--- config.mk ---
export PLATFORM = sky130hd
export DESIGN_NAME = pwm_fifo_sequencer
export DESIGN_NICKNAME = d
export VERILOG_FILES = /design/src/rtl/pwm_fifo_sequencer.sv
export SDC_FILE = /design/constraint.sdc
export NUM_CORES = 1
export LEC_CHECK = 0
export BUFFER_PORTS_ARGS = -buffer_cell sky130_fd_sc_hd__buf_2
export CORE_MARGIN = 5
export CORE_UTILIZATION = 40
export CTS_CLUSTER_SIZE = 25
export DETAILED_ROUTE_END_ITERATION = 8
export PLACE_DENSITY = 0.66
export SLEW_MARGIN = 20
export SYNTH_ARGS = -nofsm -noshare
export SYNTH_HDL_FRONTEND = slang
export SYNTH_SLANG_ARGS = --single-unit
--- constraint.sdc ---
create_clock -name i_clk -period 2.86 [get_ports i_clk]
set_input_delay 0.286 -clock i_clk [delete_from_list [all_inputs] [get_ports i_clk]]
set_output_delay 0.286 -clock i_clk [all_outputs]
set_load 0.03 [all_outputs]
--- src/rtl/pwm_fifo_sequencer.sv ---
// Drains duty words from a sync FIFO into gapless PWM periods; 2-cycle start latency, next word prefetched one cycle before period end.
// Never reads an empty FIFO: a dry FIFO at prefetch time repeats the last duty and sets a sticky underrun flag.
module pwm_fifo_sequencer #(
   parameter int WIDTH = 8
) (
   input  logic             i_clk,
   input  logic             i_rst_n,
   input  logic             i_en,
   input  logic [WIDTH-1:0] i_period,
   input  logic [WIDTH-1:0] i_fifo,
   input  logic             i_fifo_empty,
   output logic             o_fifo_re,
   output logic             o_pwm,
   output logic             o_period_done,
   output logic             o_busy,
   output logic             o_underrun
);

   typedef enum logic [1:0] {IDLE, FETCH, LOAD, RUN} state_t;

   state_t           state_q, state_d;
   logic [WIDTH-1:0] cnt_q, cnt_d;
   logic [WIDTH-1:0] per_q, per_d;
   logic [WIDTH-1:0] duty_q, duty_d;
   logic             pf_q, pf_d;
   logic             unr_q, unr_d;
   logic [WIDTH-1:0] per_in;
   logic             can_read;
   logic             at_pre;
   logic             at_last;

   assign per_in   = (i_period == '0) ? WIDTH'(1) : i_period;
   // Reset already forces IDLE; gating here keeps the IDLE read request quiet while reset is held.
   assign can_read = i_rst_n & i_en & ~i_fifo_empty;
   assign at_pre   = (cnt_q == per_q - WIDTH'(1));
   assign at_last  = (cnt_q == per_q);

   always_ff @(posedge i_clk or negedge i_rst_n) begin
      if (!i_rst_n) begin
         state_q <= IDLE;
         cnt_q   <= '0;
         per_q   <= WIDTH'(1);
         duty_q  <= '0;
         pf_q    <= 1'b0;
         unr_q   <= 1'b0;
      end else begin
         state_q <= state_d;
         cnt_q   <= cnt_d;
         per_q   <= per_d;
         duty_q  <= duty_d;
         pf_q    <= pf_d;
         unr_q   <= unr_d;
      end
   end

   always_comb begin
      state_d   = state_q;
      cnt_d     = cnt_q;
      per_d     = per_q;
      duty_d    = duty_q;
      pf_d      = pf_q;
      unr_d     = unr_q;
      o_fifo_re = 1'b0;
      case (state_q)
         IDLE: begin
            unr_d = 1'b0;
            if (can_read) begin
               o_fifo_re = 1'b1;
               state_d   = FETCH;
            end
         end
         FETCH: state_d = LOAD;
         LOAD: begin
            duty_d  = i_fifo;
            per_d   = per_in;
            cnt_d   = '0;
            pf_d    = 1'b0;
            state_d = RUN;
         end
         RUN: begin
            // Strobe one cycle early so the FIFO's registered data lands on the last count.
            if (at_pre && can_read) begin
               o_fifo_re = 1'b1;
               pf_d      = 1'b1;
            end
            if (at_last) begin
               cnt_d = '0;
               pf_d  = 1'b0;
               if (!i_en) begin
                  state_d = IDLE;
                  unr_d   = 1'b0;
               end else begin
                  per_d = per_in;
                  if (pf_q) begin
                     duty_d = i_fifo;
                  end else begin
                     unr_d = 1'b1;
                  end
               end
            end else begin
               cnt_d = cnt_q + WIDTH'(1);
            end
         end
         default: state_d = IDLE;
      endcase
   end

   assign o_pwm         = (state_q == RUN) && (cnt_q < duty_q);
   assign o_period_done = (state_q == RUN) && at_last;
   assign o_busy        = (state_q == LOAD) || (state_q == RUN);
   assign o_underrun    = unr_q;

endmodule
# After elaboration in Yosys (flattened, before gate mapping)
# Cells that the tools add are included.
# word_totals
reg_bits,28
inputBits,20
elab_cells,61
output_inout_bits,5
# op_classes
n_bitwise,3
muxes,24
n_lt_le_gt_ge,1
n_addsub,2
n_eq_ne,12
reduce_logical,13
# op_table
op,count
2-to-1 mux 8 bit,7
case mux 8 bit (2 select lines),3
== test 8 bit,2
!= test 2 bit (second input constant),5
AND reduction 3 bit,3
adder 8 x 1 -> 8 bit (second input constant),1
logical NOT 8 bit,1
< comparator 8 bit,1
case mux 2 bit (4 select lines),1
subtractor 8 x 1 -> 8 bit (second input constant),1
2-to-1 mux 1 bit,7
2-to-1 mux 2 bit,3
!= test 3 bit (second input constant),2
case mux 1 bit (2 select lines),3
== test 2 bit (second input constant),2
AND reduction 4 bit,1
nonzero test 2 bit,2
logical AND 1 bit,3
AND 1 bit,2
== test 2 x 1 -> 1 bit (second input constant),1
logical NOT 2 bit,1
AND reduction 2 bit,1
logical OR 1 bit,1
NOT 1 bit,1

# Logic depth before layout (Yosys ltp)
# Gate-level depths: netlist of the first run.
# depth
depth_word,6
ltp_mapped,7
depth_no_buf,7

# Least setup slack after synthesis of the first run
# No wires, ideal clock.
# synth_path
kind,register -> output
start,register per_q[0]
end,output port o_fifo_re
setup_slack_ns,0.295
stages_incl_launch_ff,8
t_arrival_ns,2.279
n_path_buf,0
t_required_ns,2.574
cell_sequence,dfstp_2 -> inv_1 -> ha_1 -> xnor2_1 -> nor3b_1 -> o2111ai_1 -> or4_1 -> o22ai_1
# synth_between
elab_chain_cells,5
# synth_lines
element,line,source
from (decl),23,"logic [WIDTH-1:0] per_q, per_d;"
from (signal assigned),49,per_q <= per_d;
subtractor 8 x 1 -> 8 bit,35,assign at_pre = (cnt_q == per_q - WIDTH'(1));
== test 8 bit,35,
logical AND 1 bit,82,if (at_pre && can_read) begin
2-to-1 mux 1 bit,82,
case mux 1 bit (2 select lines),64,case (state_q)
to (decl),12,"output logic o_fifo_re,"
# No other way between the ends.

# Worst setup path after layout of the first run
# Ends and elaborated chain as after synthesis.

==> metrics.txt, run 1 <==
status finished, final reports clean; Min-Delay Path Class primary input to asynchronous set/reset pin; DIE WIDTH between 70 and 80 um; Commonest cells post-synth 27 x dfrtp_1, 15 x inv_1, 14 x a31oi_1, 14 x mux2_2, 13 x ha_1; asr flop ratio synth 100.0%; number of global-route vias before repair approximately 1200; number of port buffers 24; Core ar. 4294 um^2; cell taking the most area after synthesis dfrtp_1; RSZ-0062 raised after global routing false; final worst path period need ~2.7 ns; total clock sinks 28; fin nets 230; Final Hold Vio Count 0; largest net degree at the start of global routing 29; hold_buf cts 0; worst setup margin 0.1165 ns; # IOs 25; clock-pin transition on the worst setup and hold timing paths around 0.090 ns; total die area 5813 um^2; antenna fix cells 0; Total Power about 0.002 W; initial drt markers 75; final instance area just over 2000 um^2; leakage 0.9616 nW; count leader, synth dfrtp_1; htree depth 1; final hold slack 0.05978 ns; Max Cap Viol 0; # fillers 410; number of max-slew violations in the final report 0; FMAX around 360 MHz; Worst Reg-to-Reg Cells 7; Multi-input gate area 994.7 um^2; Peak VDD IR between 0.3 and 0.4 mV; Worst EP arrival 2.46 ns; first-pass GRT wire length between 5000 and 6000 um; Initial Util about two fifths; library cells used by synthesis 35; fraction of layout cells with a size suffix above 1 between 20 and 30%; Rel. slew slack between 50 and 60%; RePlAce Congestion 0.7725; Worst Path Required between 2 and 3 ns; sequential cell area about 700 um^2; fin crit share between 90% and 100%; RR Endpoint per_q[7]$_DFFE_PN0P_; Setup TNS Final 0 ns; syn_nets between 200 and 250; crit path kind flop to output pin; Pre-antenna DRT Iters 4; Clock Path Buffers 2; Seq/Total Area, Yosys between 30% and 40%; placed inst area between 1500 and 2000 um^2; Post-Place Setup Slack approximately 0.33 ns; top cells by area, synth dfrtp_1 38%, ha_1 9.3%, mux2_2 9.0%; reg2reg start per_q[0]$_DFFE_PN1P_; EDFF count, synth 0; FF-to-FF setup slack 0.56 ns; routed wire length 3443 um; DPL Wire Length around 2700 um; Post-DRT Antenna Nets 0; routed len/inst between 10 and 15 um; CP startpoint kind flop; CTS tree done; cell count after synthesis approximately 170; initial antenna violation count 0; DR DRC count 0; Yosys top cell area share about two fifths; Synth Register Bits 28; die height between 70 and 80 um; pwr dens slightly above 1000 nW/um^2; Clock Latency Late Sink about 0.27 ns; vias per cell between 5 and 6; largest fanout on the critical path 4; row cnt 24; crit end category output pin; most used flip-flop cell after synthesis dfrtp_1; grt ovf 0; Syn Area/Cell roughly 10 um^2; All-Layer GR Usage approximately an eighth; final setup skew 0.002721 ns; Cell Area, Synth about 1800 um^2; CTS buffer count 3; root buffer cell clkbuf_8; Area Overhead vs Synth 15.18%; yosys warns 0; DR vias roughly 1300; endpoints failing setup 0; worst slew pin tran 0.6203 ns
cells in the final DEF, fill, tap and decap left out, types with 2 or more instances in the layout:
cell and count:
dfrtp_1 27, clkbuf_8 4, a21oi_1 3, nor3_1 3, mux2_1 2, mux2i_1 2, nor2_1 5, xor2_1 8
nor4_1 3, mux2_2 14, nand3b_1 7, nand3_1 4, o21ai_0 5, xnor2_1 6, ha_1 13, buf_4 3
and3_1 5, buf_2 23, nand2_1 8, a31oi_1 14, nor4_2 2, nand2b_1 4, a21o_1 2, inv_1 15
area by class of cell:
type                            count  area share [%]
Inverter                           15           2.785
Timing Repair Buffer               27           7.364
Tap cell                           52           3.218
Clock buffer                        4           2.723
Multi-Input combinational cell    122           49.20
Sequential cell                    28           34.72
where the power goes:
group          switching [W]  total, W  internal (W)
Combinational       0.000569   0.00107      0.000505
Clock               0.000118  0.000241      0.000123
Sequential          0.000178  0.000747      0.000569
how the worst max path moves through the flow:
stage | from | endpoint | slack, ns | cells after the start
after floorplan | per_q[0]$_DFFE_PN1P_ | o_fifo_re | 0.29 | 7
after global placement | per_q[0]$_DFFE_PN1P_ | o_fifo_re | 0.39 | 8
after detailed placement | per_q[0]$_DFFE_PN1P_ | o_fifo_re | 0.33 | 8
after CTS | per_q[0]$_DFFE_PN1P_ | o_fifo_re | 0.02 | 8
after global routing | per_q[0]$_DFFE_PN1P_ | o_fifo_re | 0.01 | 8
final | per_q[0]$_DFFE_PN1P_ | o_fifo_re | 0.12 | 8
critical path: stages (launching register included):
cell	delay, ns
dfstp_2	0.56
inv_1	0.06
ha_1	0.30
xnor2_1	0.14
nor3b_2	0.20
o2111ai_2	0.11
or4_4	0.56
o22ai_2	0.12
buf_6	0.15
metal layers:
| layer | wire, um | up-vias | global-route usage (%) |
|---|---|---|---|
| met5 | 0 | - | 0 |
| met4 | 24 | 0 | 2.098 |
| met3 | 146 | 2 | 2.128 |
| met2 | 1615 | 27 | 18.32 |
| met1 | 1657 | 654 | 17.38 |
| li1 | - | 663 | - |
state kept, by name (all words and copies together) (netlist names):
register / flops
cnt_q: 8
o_underrun: 1
pf_q: 1
duty_q: 8
state_q: 2
per_q: 8
cells by family (layout without fill, tap and decap cells):
family	after synthesis	count (layout)	share of synthesized area [%]
AOI/OAI and AO/OA	32	32	12.69
muxes	18	18	11.40
DFF	28	28	39.99
xor gates and xnor gates	14	14	6.985
and+or+nand+nor	45	45	15.11
buffers and inverters	21	46	4.561
adders and majority gates	13	13	9.266
through the flow:
stage	util, %	instances
after floorplan	-	171
after global placement	44.99	243
after detailed placement	44.99	243
after CTS	46.27	247
after global routing	47.09	248
final	47.09	248
timing repair:
item                                   in CTS  in global routing
resized for setup                           0                  6
setup endpoints to repair                   0                  1
endpoints found under the hold margin       0                  0
setup buffers                               0                  1
Note: power is estimated with default switching activity, not from simulation.
==> run 2: changes to the inputs <==
==> constraint.sdc (replaced) <==
create_clock -name i_clk -period 2.86 [get_ports i_clk]
set_input_delay 0.143 -clock i_clk [delete_from_list [all_inputs] [get_ports i_clk]]
set_output_delay 0.143 -clock i_clk [all_outputs]
set_load 0.03 [all_outputs]
==> run 2 against run 1 <==
Clock skew hardly changed. Core utilization is 0.52 points lower. Non-clock buffer count stayed put. Power is 0.72% lower. Global-route usage is 1.1 points higher. Clock power is 5% higher. Combinational power hardly changed. Worst setup slack better by 0.017 ns. Sequential power is 0.8% higher. Clock-buffer cell count stayed put. Sequential cell count stayed put. Critical endpoint unchanged. Largest power group unchanged.
==> metrics.txt, run 2 (synthesis results as in run 1) <==
status finished, final reports clean; Setup TNS Final 0 ns; CP Cell Sequence inv_1, ha_1, xnor2_1, nor3b_1, o2111ai_1, or4_1, o22ai_1, buf_4; number of global-route vias before repair between 1000 and 1500; Multi-input gate area 973.4 um^2; Pre-antenna DRT Iters 4; All-Layer GR Usage about an eighth; htree depth 1; routed wire length 3639 um; clock-pin transition on the worst setup and hold timing paths approximately 0.10 ns; initial drt markers between 50 and 60; endpoints failing setup 0; leakage approximately 0.96 nW; Core ar. 4294 um^2; fin crit share 95.32%; Total Power 0.002047 W; DR vias 1331; root buffer cell clkbuf_8; Clock Latency Late Sink 0.28 ns; DPL Wire Length 2751 um; Net Sw Frac 42.16%; DR DRC count 0; crit end category output pin; CTS tree done; commonest non-fill, non-tap cell in the layout dfrtp_1; Max Cap Viol 0; number of port buffers 24; fin nets 230; Initial Util approximately 41%; grt ovf 0; DIE WIDTH between 70 and 80 um; vias per cell 5.367; Peak VDD IR ~0.33 mV; total die area between 5000 and 6000 um^2; Rel. slew slack 56.76%; worst setup margin 0.1340 ns; final setup skew roughly 0.0024 ns; RePlAce Congestion approximately 0.8; Post-CTS Setup Bufs 0; placed inst area 1932 um^2; worst slew pin tran 0.6486 ns; FMAX around 370 MHz; Logic pwr share approximately 51%; Regs by FF count cnt_q x8, duty_q x8, per_q x8; Final Hold Vio Count 0; Int Pwr between 0.001 and 0.0015 W; Min-Delay Path Class primary input to flop; CP startpoint kind flop; RSZ-0062 raised after global routing false; Crit-path slowest cell dfstp_2; Post-Place Setup Slack 0.4327 ns; routed len/inst 14.67 um; row cnt 24; crit-path max cell delay between 0.5 and 0.6 ns; antenna fix cells 0; total clock sinks 28; number of max-slew violations in the final report 0; # fillers around 400; initial antenna violation count 0; clock group share of total power ~12%; Area Overhead vs Synth 13.90%; # IOs 25; CTS buffer count 3; Sequential Power Share around 37%; Worst EP arrival approximately 2.6 ns; largest fanout on the critical path 4; crit path kind flop to output pin; final instance area 1999 um^2; first-pass GRT wire length about 6300 um; Post-DRT Antenna Nets 0; Clock Path Buffers 2; fraction of layout cells with a size suffix above 1 between 20% and 30%; Net Switching approximately 0.00086 W; largest net degree at the start of global routing 29; sequential cell area 701.9 um^2; die height about 76 um; most frequent cells in the layout 27 x dfrtp_1, 23 x buf_2, 15 x inv_1; Worst Path Required about 2.7 ns; pwr dens around 1000 nW/um^2; final worst path period need 2.726 ns
-- run 2: layout make-up --
class                   instances  area share, %
flip-flops and latches         28          35.11
inverters                      15          2.816
clock buffers                   4          2.753
repair buffers                 27          7.384
well taps                      52          3.254
multi-input cells             122          48.69
-- run 2: routing by layer --
metal  track usage [%]  wire length [um]  vias to the layer above
li1                  -                 -                      669
met1             18.02              1777                      640
met2             20.46              1717                       18
met3             2.482               107                        4
met4             3.322                36                        0
met5                 0                 0                        -
-- run 2: what timing repair did --
action,4_1_cts,5_1_grt
hold buffers,1,0
setup endpoints to repair,0,1
endpoints found under the hold margin,27,0
gates resized for setup,0,1
-- run 2: worst paths after layout --
kind                                         end                   start  cells past startpoint  slack (ns)
setup / recovery                       o_fifo_re    per_q[0]$_DFFE_PN1P_                      8        0.13
min in group asynchronous  duty_q[5]$_DFFE_PN0P_                 i_rst_n                      3        0.44
hold / removal             duty_q[6]$_DFFE_PN0P_               i_fifo[6]                      2        0.08
max in group asynchronous   per_q[0]$_DFFE_PN1P_                 i_rst_n                      3        2.11
setup reg to reg            per_q[1]$_DFFE_PN0P_  state_q[1]$_DFFE_PN0P_                      5        0.56
hold reg to reg            duty_q[6]$_DFFE_PN0P_   duty_q[6]$_DFFE_PN0P_                      1        0.50
-- run 2: power groups by stage --
stage          clock network, W  registers, W  logic (W)
2_1_floorplan                 0      0.000697   0.000870
3_3_place_gp                  0      0.000755    0.00102
3_5_place_dp                  0      0.000761    0.00104
4_1_cts                0.000257      0.000753    0.00105
5_1_grt                0.000273      0.000781    0.00118
6_report               0.000252      0.000753    0.00104
-- run 2: stage by stage --
step	cells	hold slack (ns)	utilization [%]
after floorplan	171	-0.1526	-
after global placement	243	0.2350	44.99
after detailed placement	243	0.2364	44.99
after CTS	248	0.07260	46.50
after global routing	248	0.07485	46.56
final	248	0.07666	46.56
-- run 2: worst max-delay path: cells and delay by family, from the launching register on --
kind | cells | cell delay (ns)
buffers and inverters | 2 | 0.25
adder cells (fa/ha/maj) | 1 | 0.30
XOR/XNOR | 1 | 0.13
flip-flops | 1 | 0.57
AO/OA/AOI/OAI | 2 | 0.31
AND/OR/NAND/NOR | 2 | 0.76
